==> src/rtl/sme_match_collector.sv <==
// Match collector: FIFO-buffers matcher results for a valid/ready host; SME_MC_SUMMARY_EN adds per-pattern hit summaries.
// Latency 1 cycle (first-word-fall-through); out_ready stalls output only, so a push at full with no pop is dropped.

module sme_mc_fifo #(
  parameter int W     = 16,
  parameter int DEPTH = 16
) (
  input  logic                     clk,
  input  logic                     reset,
  input  logic                     push,
  input  logic                     pop,
  input  logic [W-1:0]             wdat,
  output logic [W-1:0]             rdat,
  output logic                     empty,
  output logic [$clog2(DEPTH):0]   cnt,
  output logic                     drop
);
  // Generic FWFT FIFO; "full" is judged after a same-cycle pop, and a push refused at full is reported on drop.
  // Latency 1 cycle from push to rdat; never stalls the writer, it drops instead.

  localparam int AW = $clog2(DEPTH);
  localparam logic [AW:0] FULL_CNT = (AW+1)'(DEPTH);

  logic [W-1:0]  mem [DEPTH];
  logic [AW-1:0] wr_ptr, rd_ptr;
  logic          do_push, do_pop;

  assign empty   = (cnt == '0);
  assign do_pop  = pop && !empty;
  assign do_push = push && ((cnt != FULL_CNT) || do_pop);
  assign drop    = push && !do_push;
  assign rdat    = mem[rd_ptr];

  always_ff @(posedge clk) begin
    if (do_push) mem[wr_ptr] <= wdat;
  end

  always_ff @(posedge clk) begin
    if (!reset) begin
      wr_ptr <= '0;
      rd_ptr <= '0;
      cnt    <= '0;
    end else begin
      if (do_push) wr_ptr <= wr_ptr + AW'(1);
      if (do_pop)  rd_ptr <= rd_ptr + AW'(1);
      cnt <= cnt + {{AW{1'b0}}, do_push} - {{AW{1'b0}}, do_pop};
    end
  end
endmodule

module sme_match_collector #(
  parameter int FIFO_DEPTH = 16
) (
  input  logic        clk,
  input  logic        reset,
  input  logic        in_valid,
  input  logic [3:0]  in_pattern_no,
  input  logic [11:0] in_match_addr,
  input  logic        in_finish,
  input  logic        out_ready,
  output logic        out_valid,
  output logic        out_type,
  output logic [3:0]  out_pattern,
  output logic [11:0] out_payload,
  output logic        out_last,
  output logic        overflow,
  output logic        done
);
  localparam int CW = $clog2(FIFO_DEPTH) + 1;

  typedef struct packed {
    logic [3:0]  pattern;
    logic [11:0] addr;
  } match_t;

`ifdef SME_MC_SUMMARY_EN
  typedef enum logic [1:0] {COLLECT, DRAIN, SUMMARY, DONE} state_t;
  logic [11:0] hit_cnt [16];
  logic [3:0]  sum_idx;
`else
  typedef enum logic [1:0] {COLLECT, DRAIN, DONE} state_t;
`endif

  state_t          state;
  match_t          fifo_wdat, fifo_rdat;
  logic            fifo_push, fifo_pop, fifo_empty, fifo_drop;
  logic [CW-1:0]   fifo_cnt;
  logic            fifo_side, drain_empty;

  assign fifo_side   = (state == COLLECT) || (state == DRAIN);
  assign fifo_wdat   = '{pattern: in_pattern_no, addr: in_match_addr};
  assign fifo_push   = (state == COLLECT) && in_valid;
  assign fifo_pop    = fifo_side && !fifo_empty && out_ready;
  assign drain_empty = fifo_empty || ((fifo_cnt == CW'(1)) && fifo_pop);
  assign done        = (state == DONE);

  sme_mc_fifo #(.W($bits(match_t)), .DEPTH(FIFO_DEPTH)) u_fifo (
    .clk   (clk),
    .reset (reset),
    .push  (fifo_push),
    .pop   (fifo_pop),
    .wdat  (fifo_wdat),
    .rdat  (fifo_rdat),
    .empty (fifo_empty),
    .cnt   (fifo_cnt),
    .drop  (fifo_drop)
  );

  always_comb begin
    out_valid   = 1'b0;
    out_type    = 1'b0;
    out_pattern = '0;
    out_payload = '0;
    out_last    = 1'b0;
    if (fifo_side && !fifo_empty) begin
      out_valid   = 1'b1;
      out_pattern = fifo_rdat.pattern;
      out_payload = fifo_rdat.addr;
    end
`ifdef SME_MC_SUMMARY_EN
    else if (state == SUMMARY) begin
      out_valid   = 1'b1;
      out_type    = 1'b1;
      out_pattern = sum_idx;
      out_payload = hit_cnt[sum_idx];
      out_last    = (sum_idx == 4'hF);
    end
`endif
  end

  always_ff @(posedge clk) begin
    if (!reset) begin
      state    <= COLLECT;
      overflow <= 1'b0;
`ifdef SME_MC_SUMMARY_EN
      sum_idx  <= '0;
`endif
    end else begin
      if (fifo_drop) overflow <= 1'b1;
      case (state)
        COLLECT: if (in_finish) state <= DRAIN;
`ifdef SME_MC_SUMMARY_EN
        DRAIN:   if (drain_empty) state <= SUMMARY;
        SUMMARY: if (out_ready) begin
          if (sum_idx == 4'hF) state <= DONE;
          sum_idx <= sum_idx + 4'd1;
        end
`else
        DRAIN:   if (drain_empty) state <= DONE;
`endif
        default: ;
      endcase
    end
  end

`ifdef SME_MC_SUMMARY_EN
  // Counts every reported match, including those the FIFO had to drop.
  always_ff @(posedge clk) begin
    if (!reset) begin
      for (int i = 0; i < 16; i++) hit_cnt[i] <= '0;
    end else if ((state == COLLECT) && in_valid && (hit_cnt[in_pattern_no] != 12'hFFF)) begin
      hit_cnt[in_pattern_no] <= hit_cnt[in_pattern_no] + 12'd1;
    end
  end
`endif
endmodule

==> config.mk <==
export PLATFORM = sky130hd
export DESIGN_NAME = sme_match_collector
export DESIGN_NICKNAME = d
export VERILOG_FILES = /design/src/rtl/sme_match_collector.sv
export SDC_FILE = /design/constraint.sdc
export NUM_CORES = 1
export LEC_CHECK = 0
export ABC_AREA = 1
export BUFFER_PORTS_ARGS = -buffer_cell sky130_fd_sc_hd__buf_2
export CORE_MARGIN = 2
export CORE_UTILIZATION = 62
export DETAILED_ROUTE_END_ITERATION = 16
export PLACE_DENSITY_LB_ADDON = 0.15
export SYNTH_ARGS = -nofsm -noshare
export SYNTH_HDL_FRONTEND = slang
export SYNTH_SLANG_ARGS = --single-unit
export TNS_END_PERCENT = 5
==> constraint.sdc <==
create_clock -name clk -period 3.5 [get_ports clk]
set_input_delay 0.7 -clock clk [delete_from_list [all_inputs] [get_ports clk]]
set_output_delay 0.7 -clock clk [all_outputs]
set_load 0.01 [all_outputs]
==> results of run 1 <==
==> critical path, cell delays in order (launching register included) <==
cell	delay, ns
sky130_fd_sc_hd__dfxtp_4	0.36
sky130_fd_sc_hd__clkinv_2	0.42
sky130_fd_sc_hd__buf_12	0.38
sky130_fd_sc_hd__nand2_1	0.09
sky130_fd_sc_hd__nand3_1	0.07
sky130_fd_sc_hd__nand3_1	0.10
sky130_fd_sc_hd__nand2_1	0.06
sky130_fd_sc_hd__nand2_1	0.07
sky130_fd_sc_hd__nand2_1	0.12
sky130_fd_sc_hd__nor2_1	0.20
sky130_fd_sc_hd__buf_2	0.17
==> logic make-up after synthesis <==
group | count (synthesis) | synth area share, %
buffers and inverters | 308 | 10.1
DFF | 276 | 66.2
AOI/OAI and AO/OA | 37 | 1.59
xor gates and xnor gates | 5 | 0.358
other | 1 | 0.0307
and+or+nand+nor | 596 | 20.5
adders and majority gates | 12 | 1.29
==> how the worst max path moves through the flow <==
stage	startpoint	end	slack (ns)	cells past startpoint
finish	flop	out_payload[0]	0.21	10
global route	flop	out_payload[0]	0.01	10
CTS	flop	out_payload[0]	0.21	10
floorplan	out_ready	u_fifo.mem[11][0]	0.85	4
global placement	out_ready	u_fifo.mem[10][15]	0.73	8
detailed placement	out_ready	u_fifo.mem[10][11]	0.66	8
==> routing by layer <==
metal | routed length, um | vias to the layer above | GRT usage, %
li1 | - | 4000 | -
met4 | 1020 | 0 | 11.0
met3 | 2060 | 70 | 4.04
met5 | 0 | - | 0
met2 | 13100 | 324 | 43.6
met1 | 11800 | 4002 | 39.2
==> placed cells by master, fill, tap and decap left out, types with 2 or more instances in the layout <==
master | Yosys | final
sky130_fd_sc_hd__xor2_1 | 4 | 4
sky130_fd_sc_hd__o21ai_0 | 3 | 3
sky130_fd_sc_hd__dfxtp_1 | 20 | 18
sky130_fd_sc_hd__clkbuf_16 | 0 | 29
sky130_fd_sc_hd__nor2_2 | 0 | 14
sky130_fd_sc_hd__nand3_1 | 184 | 184
sky130_fd_sc_hd__conb_1 | 1 | 2
sky130_fd_sc_hd__buf_2 | 37 | 39
sky130_fd_sc_hd__clkbuf_1 | 7 | 13
sky130_fd_sc_hd__nor3_2 | 0 | 2
sky130_fd_sc_hd__clkinv_2 | 0 | 7
sky130_fd_sc_hd__nand2_2 | 4 | 4
sky130_fd_sc_hd__a21oi_1 | 32 | 32
sky130_fd_sc_hd__ha_1 | 11 | 11
sky130_fd_sc_hd__nand2_1 | 363 | 363
sky130_fd_sc_hd__inv_2 | 4 | 3
sky130_fd_sc_hd__nor2_1 | 40 | 26
sky130_fd_sc_hd__buf_12 | 0 | 4
sky130_fd_sc_hd__buf_4 | 5 | 17
sky130_fd_sc_hd__edfxtp_1 | 256 | 256
sky130_fd_sc_hd__clkinv_1 | 0 | 2
sky130_fd_sc_hd__inv_1 | 249 | 249
==> state kept, by name, summed over array words and instances, names as in the netlist, named ones only <==
name and cells:
u_fifo.mem 256, u_fifo.cnt 5, u_fifo.rd_ptr 4, u_fifo.wr_ptr 4, state 2, overflow 1
==> layout make-up <==
cell class / count / area (um^2)
clock buffers: 43 / 788
clock inverters: 9 / 67.6
fillers: 1473 / 5820
inverters: 253 / 951
multi-input cells: 652 / 2950
flip-flops and latches: 276 / 8090
well taps: 265 / 332
repair buffers: 60 / 403
==> metrics by stage <==
| step | utilization (%) | setup WS (ns) | hold WS (ns) |
|---|---|---|---|
| final | 70.0 | 0.212 | 0.448 |
| after global routing | 70.0 | 0.0137 | 0.464 |
| after CTS | 70.0 | 0.208 | 0.437 |
| after detailed placement | 65.6 | 0.663 | 0.479 |
| after global placement | 65.6 | 0.730 | 0.478 |
| after floorplan | - | 0.853 | 0.467 |
==> power by group through the flow <==
| stage | registers, W | logic, W | clock network, W |
|---|---|---|---|
| 2_1_floorplan | 0.00384 | 0.00139 | 0 |
| 3_3_place_gp | 0.00387 | 0.00202 | 0 |
| 3_5_place_dp | 0.00387 | 0.00204 | 0 |
| 4_1_cts | 0.00380 | 0.00206 | 0.00282 |
| 5_1_grt | 0.00381 | 0.00231 | 0.00295 |
| 6_report | 0.00380 | 0.00205 | 0.00280 |
==> report_table.html, run 1 <==
<table>
<tr><th>Metric</th><th>Value</th></tr>
<tr><th colspan="2">Outcome</th></tr>
<tr><td>Outcome</td><td>finished clean</td></tr>
<tr><th colspan="2">Worst hold path</th></tr>
<tr><td>Destination of the worst hold path</td><td>state[0]</td></tr>
<tr><td>Instance count along the most critical hold path</td><td>3</td></tr>
<tr><td>HP Class</td><td>input port to flop</td></tr>
<tr><td>Hold Startpoint</td><td>in_finish</td></tr>
<tr><th colspan="2">Timing</th></tr>
<tr><td>Final sum of negative setup slack</td><td>0 ns</td></tr>
<tr><td>Final setup fails</td><td>0</td></tr>
<tr><td>Worst slew margin relative to its limit</td><td>36.0%</td></tr>
<tr><td>Post-route fraction of the period consumed by the critical path</td><td>93.9%</td></tr>
<tr><td>Final worst clock skew</td><td>0.00890 ns</td></tr>
<tr><td>Fmax</td><td>0.304 GHz</td></tr>
<tr><td>Final hold violation count</td><td>0</td></tr>
<tr><td>Clock period minus final worst setup slack</td><td>3.29 ns</td></tr>
<tr><td>Actual transition at the worst max-transition pin</td><td>0.959 ns</td></tr>
<tr><td>Setup repair after global routing missed its margin</td><td>false</td></tr>
<tr><td>Max-slew violations</td><td>0</td></tr>
<tr><th colspan="2">Critical path</th></tr>
<tr><td>Type of origin of the critical path</td><td>flop</td></tr>
<tr><td>Data required, critical path</td><td>2.80 ns</td></tr>
<tr><td>CP Class</td><td>flop to output pin</td></tr>
<tr><td>Crit Path Max Fanout</td><td>46</td></tr>
<tr><td>Worst Reg-to-Reg Cells</td><td>16</td></tr>
<tr><td>Worst reg2reg path endpoint</td><td>u_fifo.cnt[4]</td></tr>
<tr><td>Kind of end point of the critical path</td><td>output pin</td></tr>
<tr><td>FF-to-FF Start</td><td>u_fifo.cnt[2]</td></tr>
<tr><td>Data arrival time of the worst path</td><td>2.59 ns</td></tr>
<tr><td>Reg2reg setup slack</td><td>0.82 ns</td></tr>
<tr><th colspan="2">Global routing</th></tr>
<tr><td>Number of global-route vias before repair</td><td>7863</td></tr>
<tr><td>Congestion Overflow GR</td><td>0</td></tr>
<tr><td>Antenna violations before repair</td><td>0</td></tr>
<tr><td>Overall fraction of global-route tracks in use</td><td>27.6%</td></tr>
<tr><td>Pin count of the biggest net entering global routing</td><td>129</td></tr>
<tr><td>Wire length of the first global-routing pass</td><td>42900 um</td></tr>
<tr><th colspan="2">Run</th></tr>
<tr><td>Maximum capacitance violations</td><td>0</td></tr>
<tr><th colspan="2">Synthesis</th></tr>
<tr><td>Mean instance size in the synthesized netlist</td><td>9.89 um^2</td></tr>
<tr><td>Number of cells produced by synthesis</td><td>1235</td></tr>
<tr><td>Top_reg_cell synth</td><td>sky130_fd_sc_hd__edfxtp_1</td></tr>
<tr><td>Post-synth cell types</td><td>25</td></tr>
<tr><td>Ranking of synthesized cells by area</td><td>sky130_fd_sc_hd__edfxtp_1, sky130_fd_sc_hd__nand2_1, sky130_fd_sc_hd__inv_1</td></tr>
<tr><td>Post-synthesis register bit count</td><td>276</td></tr>
<tr><td>Synth warn</td><td>0</td></tr>
<tr><td>Area share of the largest cell type after synthesis</td><td>62.9%</td></tr>
<tr><td>Largest area contributor in the synthesized netlist</td><td>sky130_fd_sc_hd__edfxtp_1</td></tr>
<tr><td>Post-synth top cells</td><td>sky130_fd_sc_hd__nand2_1, sky130_fd_sc_hd__edfxtp_1, sky130_fd_sc_hd__inv_1</td></tr>
<tr><td>Register area share after synthesis</td><td>66.2%</td></tr>
<tr><td>Most numerous cell in the Yosys netlist</td><td>sky130_fd_sc_hd__nand2_1</td></tr>
<tr><td>Post-synthesis async set-or-reset flop share</td><td>0%</td></tr>
<tr><td>Number of synthesized flops with an enable pin</td><td>256</td></tr>
<tr><td>Netlist area before placement</td><td>12200 um^2</td></tr>
<tr><th colspan="2">Clock tree</th></tr>
<tr><td>Clock Sinks</td><td>276</td></tr>
<tr><td>Clock Root Buffer</td><td>sky130_fd_sc_hd__clkbuf_16</td></tr>
<tr><td>Inserted Clock Buffers</td><td>28</td></tr>
<tr><td>Number of buffers on the longest clock path</td><td>3</td></tr>
<tr><td>Post_cts resized</td><td>0</td></tr>
<tr><td>Latest clock arrival within the worst-skew pair</td><td>0.53 ns</td></tr>
<tr><td>Clock transition at path regs</td><td>0.06 ns</td></tr>
<tr><td>Number of H-tree branching levels</td><td>1</td></tr>
<tr><td>Post-CTS Hold Buffers</td><td>0</td></tr>
<tr><td>Post-CTS setup buffer count</td><td>0</td></tr>
<tr><td>Clock tree from TritonCTS</td><td>yes</td></tr>
<tr><th colspan="2">Drt</th></tr>
<tr><td>Drt wl/cell</td><td>18.0 um</td></tr>
<tr><td>Vias</td><td>8396</td></tr>
<tr><td>DRC viols</td><td>0</td></tr>
<tr><td>Number of nets with antenna violations after detailed routing</td><td>0</td></tr>
<tr><td>Vias per std cell</td><td>5.39</td></tr>
<tr><td>Sum of routed wire length over all layers</td><td>28000 um</td></tr>
<tr><td>Number of search-and-repair iterations in the first detailed-routing pass</td><td>6</td></tr>
<tr><td>Initial drt markers</td><td>771</td></tr>
<tr><th colspan="2">Power and ir drop</th></tr>
<tr><td>Proportion of power drawn by flip-flops and latches</td><td>43.9%</td></tr>
<tr><td>Switching pwr</td><td>0.00268 W</td></tr>
<tr><td>IR Drop Worst-Case VDD</td><td>0.491 mV</td></tr>
<tr><td>Sw frac</td><td>30.9%</td></tr>
<tr><td>Share of power burned in combinational logic</td><td>23.7%</td></tr>
<tr><td>Overall power after layout</td><td>0.00865 W</td></tr>
<tr><td>Total power per unit cell area</td><td>637 nW/um^2</td></tr>
<tr><td>Cell internal pwr</td><td>0.00597 W</td></tr>
<tr><td>Power share of the clock group</td><td>32.4%</td></tr>
<tr><td>Leak Pwr</td><td>6.00 nW</td></tr>
<tr><th colspan="2">Place</th></tr>
<tr><td>Instance area after placement</td><td>12700 um^2</td></tr>
<tr><td>Quantity of I/O buffers inserted on ports</td><td>39</td></tr>
<tr><td>Post-DP HPWL</td><td>16300 um</td></tr>
<tr><td>Cell total after placement</td><td>1506</td></tr>
<tr><td>Routability-driven placement congestion ratio</td><td>0.810</td></tr>
<tr><th colspan="2">Floorplanning</th></tr>
<tr><td>Row count</td><td>51</td></tr>
<tr><td>DIE WIDTH</td><td>144 um</td></tr>
<tr><td>Core ar.</td><td>19400 um^2</td></tr>
<tr><td>Die Outline Area</td><td>20800 um^2</td></tr>
<tr><td>Die height</td><td>144 um</td></tr>
<tr><td>Starting Density</td><td>63.0%</td></tr>
<tr><td>Number of ports placed on the die boundary</td><td>42</td></tr>
<tr><th colspan="2">Cells and area</th></tr>
<tr><td>Synth-to-layout area growth</td><td>11.2%</td></tr>
<tr><td>Layout Cells excl Fill</td><td>1558</td></tr>
<tr><td>Layout cell share with drive strength beyond 1</td><td>9.67%</td></tr>
<tr><td>Non-Filler Cell Area, Final</td><td>13600 um^2</td></tr>
<tr><td>Antenna diode count</td><td>0</td></tr>
<tr><td>Number of nets in the finished design</td><td>1304</td></tr>
</table>
Note: power is estimated with default switching activity, not from simulation.
==> inputs of run 2 (changes only) <==
--- a/config.mk
+++ b/config.mk
@@ -5,10 +5,10 @@
 export SDC_FILE = /design/constraint.sdc
 export NUM_CORES = 1
 export LEC_CHECK = 0
-export ABC_AREA = 1
+export ABC_AREA = 0
 export BUFFER_PORTS_ARGS = -buffer_cell sky130_fd_sc_hd__buf_2
 export CORE_MARGIN = 2
-export CORE_UTILIZATION = 62
+export CORE_UTILIZATION = 61
 export DETAILED_ROUTE_END_ITERATION = 16
 export PLACE_DENSITY_LB_ADDON = 0.15
 export SYNTH_ARGS = -nofsm -noshare
==> run 2 against run 1 <==
  * Via count is 37% lower
  * Final cell count is 45% lower
  * Flip-flop and latch count stayed put
  * Hold slack worse by 0.020 ns
  * Clock skew hardly changed
  * Critical path depth is 4 lower
  * Die area is 9.1% lower
  * Routed wire length is 26% lower
  * Clock power is 5% higher
  * Fmax is 1.9% lower
  * Critical endpoint is now out_pattern[3]
  * Largest cell class unchanged
==> report_table.html, run 2 <==
<table>
<tr><th>Metric</th><th>Value</th></tr>
<tr><th colspan="2">Place</th></tr>
<tr><td>Routability-driven placement congestion ratio</td><td>0.788</td></tr>
<tr><td>Worst Setup Slack post-DPL</td><td>0.477 ns</td></tr>
<tr><td>Post-DP HPWL</td><td>11900 um</td></tr>
<tr><td>Quantity of I/O buffers inserted on ports</td><td>39</td></tr>
<tr><th colspan="2">Global routing</th></tr>
<tr><td>Congestion Overflow GR</td><td>0</td></tr>
<tr><td>Pin count of the biggest net entering global routing</td><td>65</td></tr>
<tr><td>Wire length of the first global-routing pass</td><td>31100 um</td></tr>
<tr><td>Number of global-route vias before repair</td><td>5444</td></tr>
<tr><td>Overall fraction of global-route tracks in use</td><td>22.9%</td></tr>
<tr><td>Antenna violations before repair</td><td>0</td></tr>
<tr><th colspan="2">Floorplanning</th></tr>
<tr><td>Core ar.</td><td>17400 um^2</td></tr>
<tr><td>Row count</td><td>48</td></tr>
<tr><td>DIE WIDTH</td><td>138 um</td></tr>
<tr><td>Die Outline Area</td><td>18900 um^2</td></tr>
<tr><td>Starting Density</td><td>62.8%</td></tr>
<tr><td>Die height</td><td>138 um</td></tr>
<tr><td>Number of ports placed on the die boundary</td><td>42</td></tr>
<tr><th colspan="2">Synthesis</th></tr>
<tr><td>Synth warn</td><td>0</td></tr>
<tr><td>Post-synth cell types</td><td>42</td></tr>
<tr><td>Post-synthesis async set-or-reset flop share</td><td>0%</td></tr>
<tr><td>Largest area contributor in the synthesized netlist</td><td>sky130_fd_sc_hd__edfxtp_1</td></tr>
<tr><td>Register area share after synthesis</td><td>74.2%</td></tr>
<tr><td>Post-synthesis register bit count</td><td>276</td></tr>
<tr><td>Post-synth top cells</td><td>sky130_fd_sc_hd__edfxtp_1, sky130_fd_sc_hd__mux4_2, sky130_fd_sc_hd__nand2_1</td></tr>
<tr><td>Number of synthesized flops with an enable pin</td><td>256</td></tr>
<tr><td>Most numerous cell in the Yosys netlist</td><td>sky130_fd_sc_hd__edfxtp_1</td></tr>
<tr><td>Ranking of synthesized cells by area</td><td>sky130_fd_sc_hd__edfxtp_1, sky130_fd_sc_hd__mux4_2, sky130_fd_sc_hd__dfxtp_1</td></tr>
<tr><td>Number of cells produced by synthesis</td><td>541</td></tr>
<tr><td>Netlist area before placement</td><td>10900 um^2</td></tr>
<tr><td>Top_reg_cell synth</td><td>sky130_fd_sc_hd__edfxtp_1</td></tr>
<tr><td>Area share of the largest cell type after synthesis</td><td>70.6%</td></tr>
<tr><td>Mean instance size in the synthesized netlist</td><td>20.1 um^2</td></tr>
<tr><th colspan="2">Clock tree</th></tr>
<tr><td>Post-CTS Hold Buffers</td><td>0</td></tr>
<tr><td>Post_cts resized</td><td>0</td></tr>
<tr><td>Number of buffers on the longest clock path</td><td>3</td></tr>
<tr><td>Latest clock arrival within the worst-skew pair</td><td>0.53 ns</td></tr>
<tr><td>Number of H-tree branching levels</td><td>1</td></tr>
<tr><td>Clock Sinks</td><td>276</td></tr>
<tr><td>Clock transition at path regs</td><td>0.06 ns</td></tr>
<tr><td>Clock Root Buffer</td><td>sky130_fd_sc_hd__clkbuf_16</td></tr>
<tr><td>Inserted Clock Buffers</td><td>28</td></tr>
<tr><td>Clock tree from TritonCTS</td><td>yes</td></tr>
<tr><td>Post-CTS setup buffer count</td><td>0</td></tr>
<tr><th colspan="2">Power and ir drop</th></tr>
<tr><td>Overall power after layout</td><td>0.00844 W</td></tr>
<tr><td>Leak Pwr</td><td>4.14 nW</td></tr>
<tr><td>Total power per unit cell area</td><td>679 nW/um^2</td></tr>
<tr><td>IR Drop Worst-Case VDD</td><td>0.613 mV</td></tr>
<tr><th colspan="2">Timing</th></tr>
<tr><td>Final worst clock skew</td><td>0.00937 ns</td></tr>
<tr><td>Max-slew violations</td><td>0</td></tr>
<tr><td>Setup repair after global routing missed its margin</td><td>false</td></tr>
<tr><td>Final sum of negative setup slack</td><td>0 ns</td></tr>
<tr><td>Post-route fraction of the period consumed by the critical path</td><td>95.8%</td></tr>
<tr><td>Actual transition at the worst max-transition pin</td><td>0.854 ns</td></tr>
<tr><td>Clock period minus final worst setup slack</td><td>3.35 ns</td></tr>
<tr><td>Final hold violation count</td><td>0</td></tr>
<tr><td>Worst slew margin relative to its limit</td><td>42.7%</td></tr>
<tr><td>Fmax</td><td>0.298 GHz</td></tr>
<tr><td>Least setup slack across all paths after layout</td><td>0.148 ns</td></tr>
<tr><td>Final setup fails</td><td>0</td></tr>
<tr><th colspan="2">Cells and area</th></tr>
<tr><td>Biggest registers after layout</td><td>u_fifo.mem: 256 flops, u_fifo.cnt: 5 flops</td></tr>
<tr><td>Synth-to-layout area growth</td><td>14.0%</td></tr>
<tr><td>Largest register by flop count</td><td>u_fifo.mem</td></tr>
<tr><td>Utilization after layout</td><td>71.6%</td></tr>
<tr><td>Most used cells in the layout excluding fill and tap cells</td><td>sky130_fd_sc_hd__edfxtp_1, sky130_fd_sc_hd__mux4_2, sky130_fd_sc_hd__nand2_1</td></tr>
<tr><td>Layout cell share with drive strength beyond 1</td><td>30.4%</td></tr>
<tr><td>Number of nets in the finished design</td><td>649</td></tr>
<tr><td>Commonest non-fill, non-tap cell in the layout</td><td>sky130_fd_sc_hd__edfxtp_1</td></tr>
<tr><td>Largest register FFs</td><td>256</td></tr>
<tr><td>Antenna diode count</td><td>0</td></tr>
<tr><th colspan="2">Drt</th></tr>
<tr><td>Number of nets with antenna violations after detailed routing</td><td>0</td></tr>
<tr><td>Initial drt markers</td><td>390</td></tr>
<tr><td>Sum of routed wire length over all layers</td><td>20700 um</td></tr>
<tr><td>Drt wl/cell</td><td>24.1 um</td></tr>
<tr><td>Number of search-and-repair iterations in the first detailed-routing pass</td><td>4</td></tr>
<tr><td>Vias per std cell</td><td>6.12</td></tr>
<tr><td>Vias</td><td>5261</td></tr>
<tr><td>DRC viols</td><td>0</td></tr>
<tr><th colspan="2">Critical path</th></tr>
<tr><td>Library cell contributing the largest single delay on the critical path</td><td>sky130_fd_sc_hd__mux4_1</td></tr>
<tr><td>Kind of end point of the critical path</td><td>output pin</td></tr>
<tr><td>Data arrival time of the worst path</td><td>2.65 ns</td></tr>
<tr><td>List of cells traversed by the critical path</td><td>buf_12, mux4_1, mux2_2, a22oi_1, nand2_1, buf_2</td></tr>
<tr><td>Worst reg2reg path endpoint</td><td>u_fifo.cnt[4]</td></tr>
<tr><td>Reg2reg setup slack</td><td>0.60 ns</td></tr>
<tr><td>FF-to-FF Start</td><td>u_fifo.cnt[2]</td></tr>
<tr><td>Crit Path Max Fanout</td><td>64</td></tr>
<tr><td>Data required, critical path</td><td>2.80 ns</td></tr>
<tr><td>CP Class</td><td>flop to output pin</td></tr>
<tr><td>Type of origin of the critical path</td><td>flop</td></tr>
<tr><td>Largest stage delay, worst path</td><td>0.67 ns</td></tr>
<tr><td>Worst Reg-to-Reg Cells</td><td>12</td></tr>
<tr><th colspan="2">Worst hold path</th></tr>
<tr><td>Destination of the worst hold path</td><td>state[0]</td></tr>
<tr><td>Instance count along the most critical hold path</td><td>3</td></tr>
<tr><td>HP Class</td><td>input port to flop</td></tr>
<tr><td>Hold Startpoint</td><td>in_finish</td></tr>
<tr><th colspan="2">Run</th></tr>
<tr><td>Maximum capacitance violations</td><td>0</td></tr>
<tr><th colspan="2">Outcome</th></tr>
<tr><td>Outcome</td><td>finished clean</td></tr>
</table>
## run 2: cell count changes after synthesis, moves of 23 or more
| cell | change |
|---|---|
| sky130_fd_sc_hd__a21oi_1 | -29 |
| sky130_fd_sc_hd__buf_2 | -27 |
| sky130_fd_sc_hd__inv_1 | -241 |
| sky130_fd_sc_hd__mux4_2 | +58 |
| sky130_fd_sc_hd__nand2_1 | -321 |
| sky130_fd_sc_hd__nand3_1 | -182 |
| sky130_fd_sc_hd__nor2_1 | -23 |
## run 2: area by class of cell
cell class / instances / area (um^2)
clock inverter: 13 / 164
timing repair buffer: 72 / 468
fill: 1054 / 4930
sequential: 276 / 8090
multi-input combinational: 230 / 2640
tap: 225 / 282
inverter: 8 / 30.0
clock buffer: 35 / 748
## run 2: kinds of logic (layout without fill, tap and decap cells)
| family | count (synthesis) | after routing | synth area share, % |
|---|---|---|---|
| xor+xnor | 7 | 7 | 0.563 |
| buf+inv | 36 | 128 | 1.86 |
| compound gates | 30 | 30 | 2.07 |
| other cells | 1 | 2 | 0.0344 |
| simple gates | 96 | 96 | 4.43 |
| flops | 276 | 276 | 74.2 |
| mux | 83 | 83 | 15.4 |
| fa+ha+maj | 12 | 12 | 1.45 |
## run 2: per-layer routing
| metal | wire length (um) | share of wire (%) | up-vias | global-route usage [%] |
|---|---|---|---|---|
| met5 | 0 | 0 | - | 0 |
| met4 | 499 | 2.4 | 0 | 7.50 |
| met3 | 1040 | 5.0 | 35 | 3.42 |
| met2 | 10600 | 51 | 173 | 39.1 |
| met1 | 8540 | 41 | 2735 | 30.9 |
| li1 | - | - | 2318 | - |
## run 2: metrics by stage
stage | hold WS, ns | std cells | cell area [um^2]
after global routing | 0.463 | 859 | 12400
after global placement | 0.444 | 811 | 11500
after CTS | 0.406 | 859 | 12400
after floorplan | 0.493 | 542 | 10900
after detailed placement | 0.453 | 811 | 11500
final | 0.428 | 859 | 12400
## run 2: worst max-delay path by stage
stage | slack (ns) | end
3_3_place_gp | 0.54 | u_fifo.cnt[4]
2_1_floorplan | 0.42 | u_fifo.mem[3][0]
5_1_grt | 0.03 | out_payload[4]
3_5_place_dp | 0.48 | u_fifo.cnt[4]
4_1_cts | 0.07 | out_payload[4]
6_report | 0.15 | out_pattern[3]
## run 2: power by group
group | internal (W) | switching (W)
clock | 0.00180 | 0.00115
combinational | 0.000780 | 0.000885
sequential | 0.00374 | 0.0000854
total | 0.00632 | 0.00212
## run 2: critical path: cells and delay by family (launching register included)
| kind | cells | cell delay (ns) |
|---|---|---|
| flops | 1 | 0.35 |
| simple gates | 1 | 0.07 |
| buf+inv | 2 | 0.49 |
| compound gates | 1 | 0.21 |
| mux | 2 | 0.96 |
==> inputs of run 3 (changes only) <==
--- a/config.mk
+++ b/config.mk
@@ -5,7 +5,6 @@
 export SDC_FILE = /design/constraint.sdc
 export NUM_CORES = 1
 export LEC_CHECK = 0
-export ABC_AREA = 0
 export BUFFER_PORTS_ARGS = -buffer_cell sky130_fd_sc_hd__buf_2
 export CORE_MARGIN = 2
 export CORE_UTILIZATION = 61
==> constraint.sdc (replaced) <==
create_clock -name clk -period 3.62 [get_ports clk]
set_input_delay 0.724 -clock clk [delete_from_list [all_inputs] [get_ports clk]]
set_output_delay 0.724 -clock clk [all_outputs]
set_load 0.01 [all_outputs]
==> run 3 against run 2 <==
  * Sequential power shrank 3%
  * Clock skew grew 0.0024 ns
  * Final cell count grew 0.35%
  * Sequential share of layout area is essentially flat
  * Die area is the same
  * Highest routed layer unchanged
==> report_table.html, run 3 (synthesized netlist as in run 2, its figures left out) <==
<table>
<tr><th>Metric</th><th>Value</th></tr>
<tr><th colspan="2">Floorplanning</th></tr>
<tr><td>Number of ports placed on the die boundary</td><td>42</td></tr>
<tr><td>Die Outline Area</td><td>18900 um^2</td></tr>
<tr><td>Starting Density</td><td>62.8%</td></tr>
<tr><td>DIE WIDTH</td><td>138 um</td></tr>
<tr><td>Core ar.</td><td>17400 um^2</td></tr>
<tr><td>Row count</td><td>48</td></tr>
<tr><td>Die height</td><td>138 um</td></tr>
<tr><th colspan="2">Critical path</th></tr>
<tr><td>Type of origin of the critical path</td><td>flop</td></tr>
<tr><td>Kind of end point of the critical path</td><td>output pin</td></tr>
<tr><td>CP Class</td><td>flop to output pin</td></tr>
<tr><td>Data required, critical path</td><td>2.90 ns</td></tr>
<tr><td>Crit Path Max Fanout</td><td>13</td></tr>
<tr><td>Data arrival time of the worst path</td><td>2.61 ns</td></tr>
<tr><th colspan="2">Drt</th></tr>
<tr><td>Drt wl/cell</td><td>23.9 um</td></tr>
<tr><td>Number of nets with antenna violations after detailed routing</td><td>0</td></tr>
<tr><td>Sum of routed wire length over all layers</td><td>20600 um</td></tr>
<tr><td>DRC viols</td><td>0</td></tr>
<tr><td>Vias</td><td>5291</td></tr>
<tr><td>Initial drt markers</td><td>385</td></tr>
<tr><td>Vias per std cell</td><td>6.14</td></tr>
<tr><td>Number of search-and-repair iterations in the first detailed-routing pass</td><td>5</td></tr>
<tr><th colspan="2">Timing</th></tr>
<tr><td>Post-route fraction of the period consumed by the critical path</td><td>92.2%</td></tr>
<tr><td>Max-slew violations</td><td>0</td></tr>
<tr><td>Final sum of negative setup slack</td><td>0 ns</td></tr>
<tr><td>Actual transition at the worst max-transition pin</td><td>0.581 ns</td></tr>
<tr><td>Final worst clock skew</td><td>0.0117 ns</td></tr>
<tr><td>Worst slew margin relative to its limit</td><td>61.1%</td></tr>
<tr><td>Least setup slack across all paths after layout</td><td>0.283 ns</td></tr>
<tr><td>Fmax</td><td>0.300 GHz</td></tr>
<tr><td>Setup repair after global routing missed its margin</td><td>false</td></tr>
<tr><td>Final hold violation count</td><td>0</td></tr>
<tr><td>Clock period minus final worst setup slack</td><td>3.34 ns</td></tr>
<tr><td>Final setup fails</td><td>0</td></tr>
<tr><th colspan="2">Cells and area</th></tr>
<tr><td>Commonest non-fill, non-tap cell in the layout</td><td>sky130_fd_sc_hd__edfxtp_1</td></tr>
<tr><td>Utilization after layout</td><td>71.5%</td></tr>
<tr><td>Antenna diode count</td><td>0</td></tr>
<tr><td>Biggest registers after layout</td><td>u_fifo.mem: 256 flops, u_fifo.cnt: 5 flops</td></tr>
<tr><td>Synth-to-layout area growth</td><td>14.0%</td></tr>
<tr><td>Most used cells in the layout excluding fill and tap cells</td><td>sky130_fd_sc_hd__edfxtp_1, sky130_fd_sc_hd__mux4_2, sky130_fd_sc_hd__nand2_1</td></tr>
<tr><td>Largest register FFs</td><td>256</td></tr>
<tr><td>Largest register by flop count</td><td>u_fifo.mem</td></tr>
<tr><td>Number of nets in the finished design</td><td>649</td></tr>
<tr><td>Layout cell share with drive strength beyond 1</td><td>30.5%</td></tr>
<tr><th colspan="2">Outcome</th></tr>
<tr><td>Outcome</td><td>finished clean</td></tr>
<tr><th colspan="2">Clock tree</th></tr>
<tr><td>Latest clock arrival within the worst-skew pair</td><td>0.53 ns</td></tr>
<tr><td>Inserted Clock Buffers</td><td>28</td></tr>
<tr><td>Post_cts resized</td><td>0</td></tr>
<tr><td>Number of buffers on the longest clock path</td><td>3</td></tr>
<tr><td>Clock Sinks</td><td>276</td></tr>
<tr><td>Clock transition at path regs</td><td>0.06 ns</td></tr>
<tr><td>Clock Root Buffer</td><td>sky130_fd_sc_hd__clkbuf_16</td></tr>
<tr><td>Number of H-tree branching levels</td><td>1</td></tr>
<tr><td>Clock tree from TritonCTS</td><td>yes</td></tr>
<tr><th colspan="2">Power and ir drop</th></tr>
<tr><td>Leak Pwr</td><td>4.13 nW</td></tr>
<tr><td>Total power per unit cell area</td><td>640 nW/um^2</td></tr>
<tr><td>IR Drop Worst-Case VDD</td><td>0.496 mV</td></tr>
<tr><th colspan="2">Global routing</th></tr>
<tr><td>Wire length of the first global-routing pass</td><td>31300 um</td></tr>
<tr><td>Congestion Overflow GR</td><td>0</td></tr>
<tr><td>Number of global-route vias before repair</td><td>5433</td></tr>
<tr><td>Antenna violations before repair</td><td>0</td></tr>
<tr><td>Overall fraction of global-route tracks in use</td><td>22.9%</td></tr>
<tr><td>Pin count of the biggest net entering global routing</td><td>43</td></tr>
<tr><th colspan="2">Place</th></tr>
<tr><td>Worst Setup Slack post-DPL</td><td>0.574 ns</td></tr>
<tr><td>Routability-driven placement congestion ratio</td><td>0.723</td></tr>
<tr><td>Quantity of I/O buffers inserted on ports</td><td>39</td></tr>
<tr><td>Post-DP HPWL</td><td>12200 um</td></tr>
<tr><th colspan="2">Worst hold path</th></tr>
<tr><td>HP Class</td><td>input port to flop</td></tr>
<tr><th colspan="2">Run</th></tr>
<tr><td>Maximum capacitance violations</td><td>0</td></tr>
</table>
==> run 3: cell count changes in the layout (fill, tap and decap cells not counted), moves of 3 or more <==
cell / previous run / this run
sky130_fd_sc_hd__buf_12: 2 / 5
sky130_fd_sc_hd__clkinv_1: 6 / 9
sky130_fd_sc_hd__bufinv_16: 4 / 1
sky130_fd_sc_hd__buf_4: 31 / 27
==> run 3: per-layer routing <==
layer	vias to the layer above	share of wire (%)	GRT usage [%]
met5	-	0	0
met4	0	3.0	6.19
met3	44	4.6	3.24
met2	165	52	39.6
met1	2752	40	31.1
li1	2330	-	-
==> run 3: stage by stage <==
stage	hold slack, ns	instance area [um^2]	power, W	instances
floorplan	0.493	10900	0.00483	542
global placement	0.444	11500	0.00533	810
detailed placement	0.454	11500	0.00537	810
CTS	0.437	12400	0.00802	861
global route	0.480	12400	0.00827	862
finish	0.452	12400	0.00794	862
==> run 3: worst paths after layout <==
path                  from        endpoint  cells after the start  slack (ns)
max                   flop  out_payload[7]                      6        0.28
min              in_finish        state[0]                      3        0.45
max reg2reg  u_fifo.cnt[2]   u_fifo.cnt[4]                     13        0.73
min reg2reg       overflow        overflow                      1        0.46
==> run 3: critical path, cell delays in order, from the launching register on <==
cell and delay (ns):
sky130_fd_sc_hd__dfxtp_4 0.53, sky130_fd_sc_hd__buf_4 0.31, sky130_fd_sc_hd__mux4_2 0.52, sky130_fd_sc_hd__mux2_2 0.29, sky130_fd_sc_hd__a22oi_1 0.21, sky130_fd_sc_hd__nand2_1 0.07, sky130_fd_sc_hd__buf_2 0.14
==> run 3: repair_timing <==
action | 4_1_cts | 5_1_grt
hold buffers | 0 | 0
setup endpoints to repair | 0 | 1
hold endpoints to repair | 0 | 0
setup buffers | 0 | 1
==> run 3: layout make-up <==
class                           instances  area, um^2
Sequential cell                       276        8090
Fill cell                            1070        4940
Multi-Input combinational cell        230        2640
Clock buffer                           34         744
Timing Repair Buffer                   72         513
Tap cell                              225         282
Clock inverter                         17         116
Inverter                                8        30.0
==> run 3: where the power goes <==
| group | total, W | leakage (nW) | internal, W | switching [W] |
|---|---|---|---|---|
| combinational | 0.00156 | 1.24 | 0.000748 | 0.000815 |
| sequential | 0.00372 | 2.47 | 0.00362 | 0.0000991 |
| clock | 0.00266 | 0.414 | 0.00153 | 0.00113 |
| total | 0.00794 | 4.13 | 0.00590 | 0.00204 |
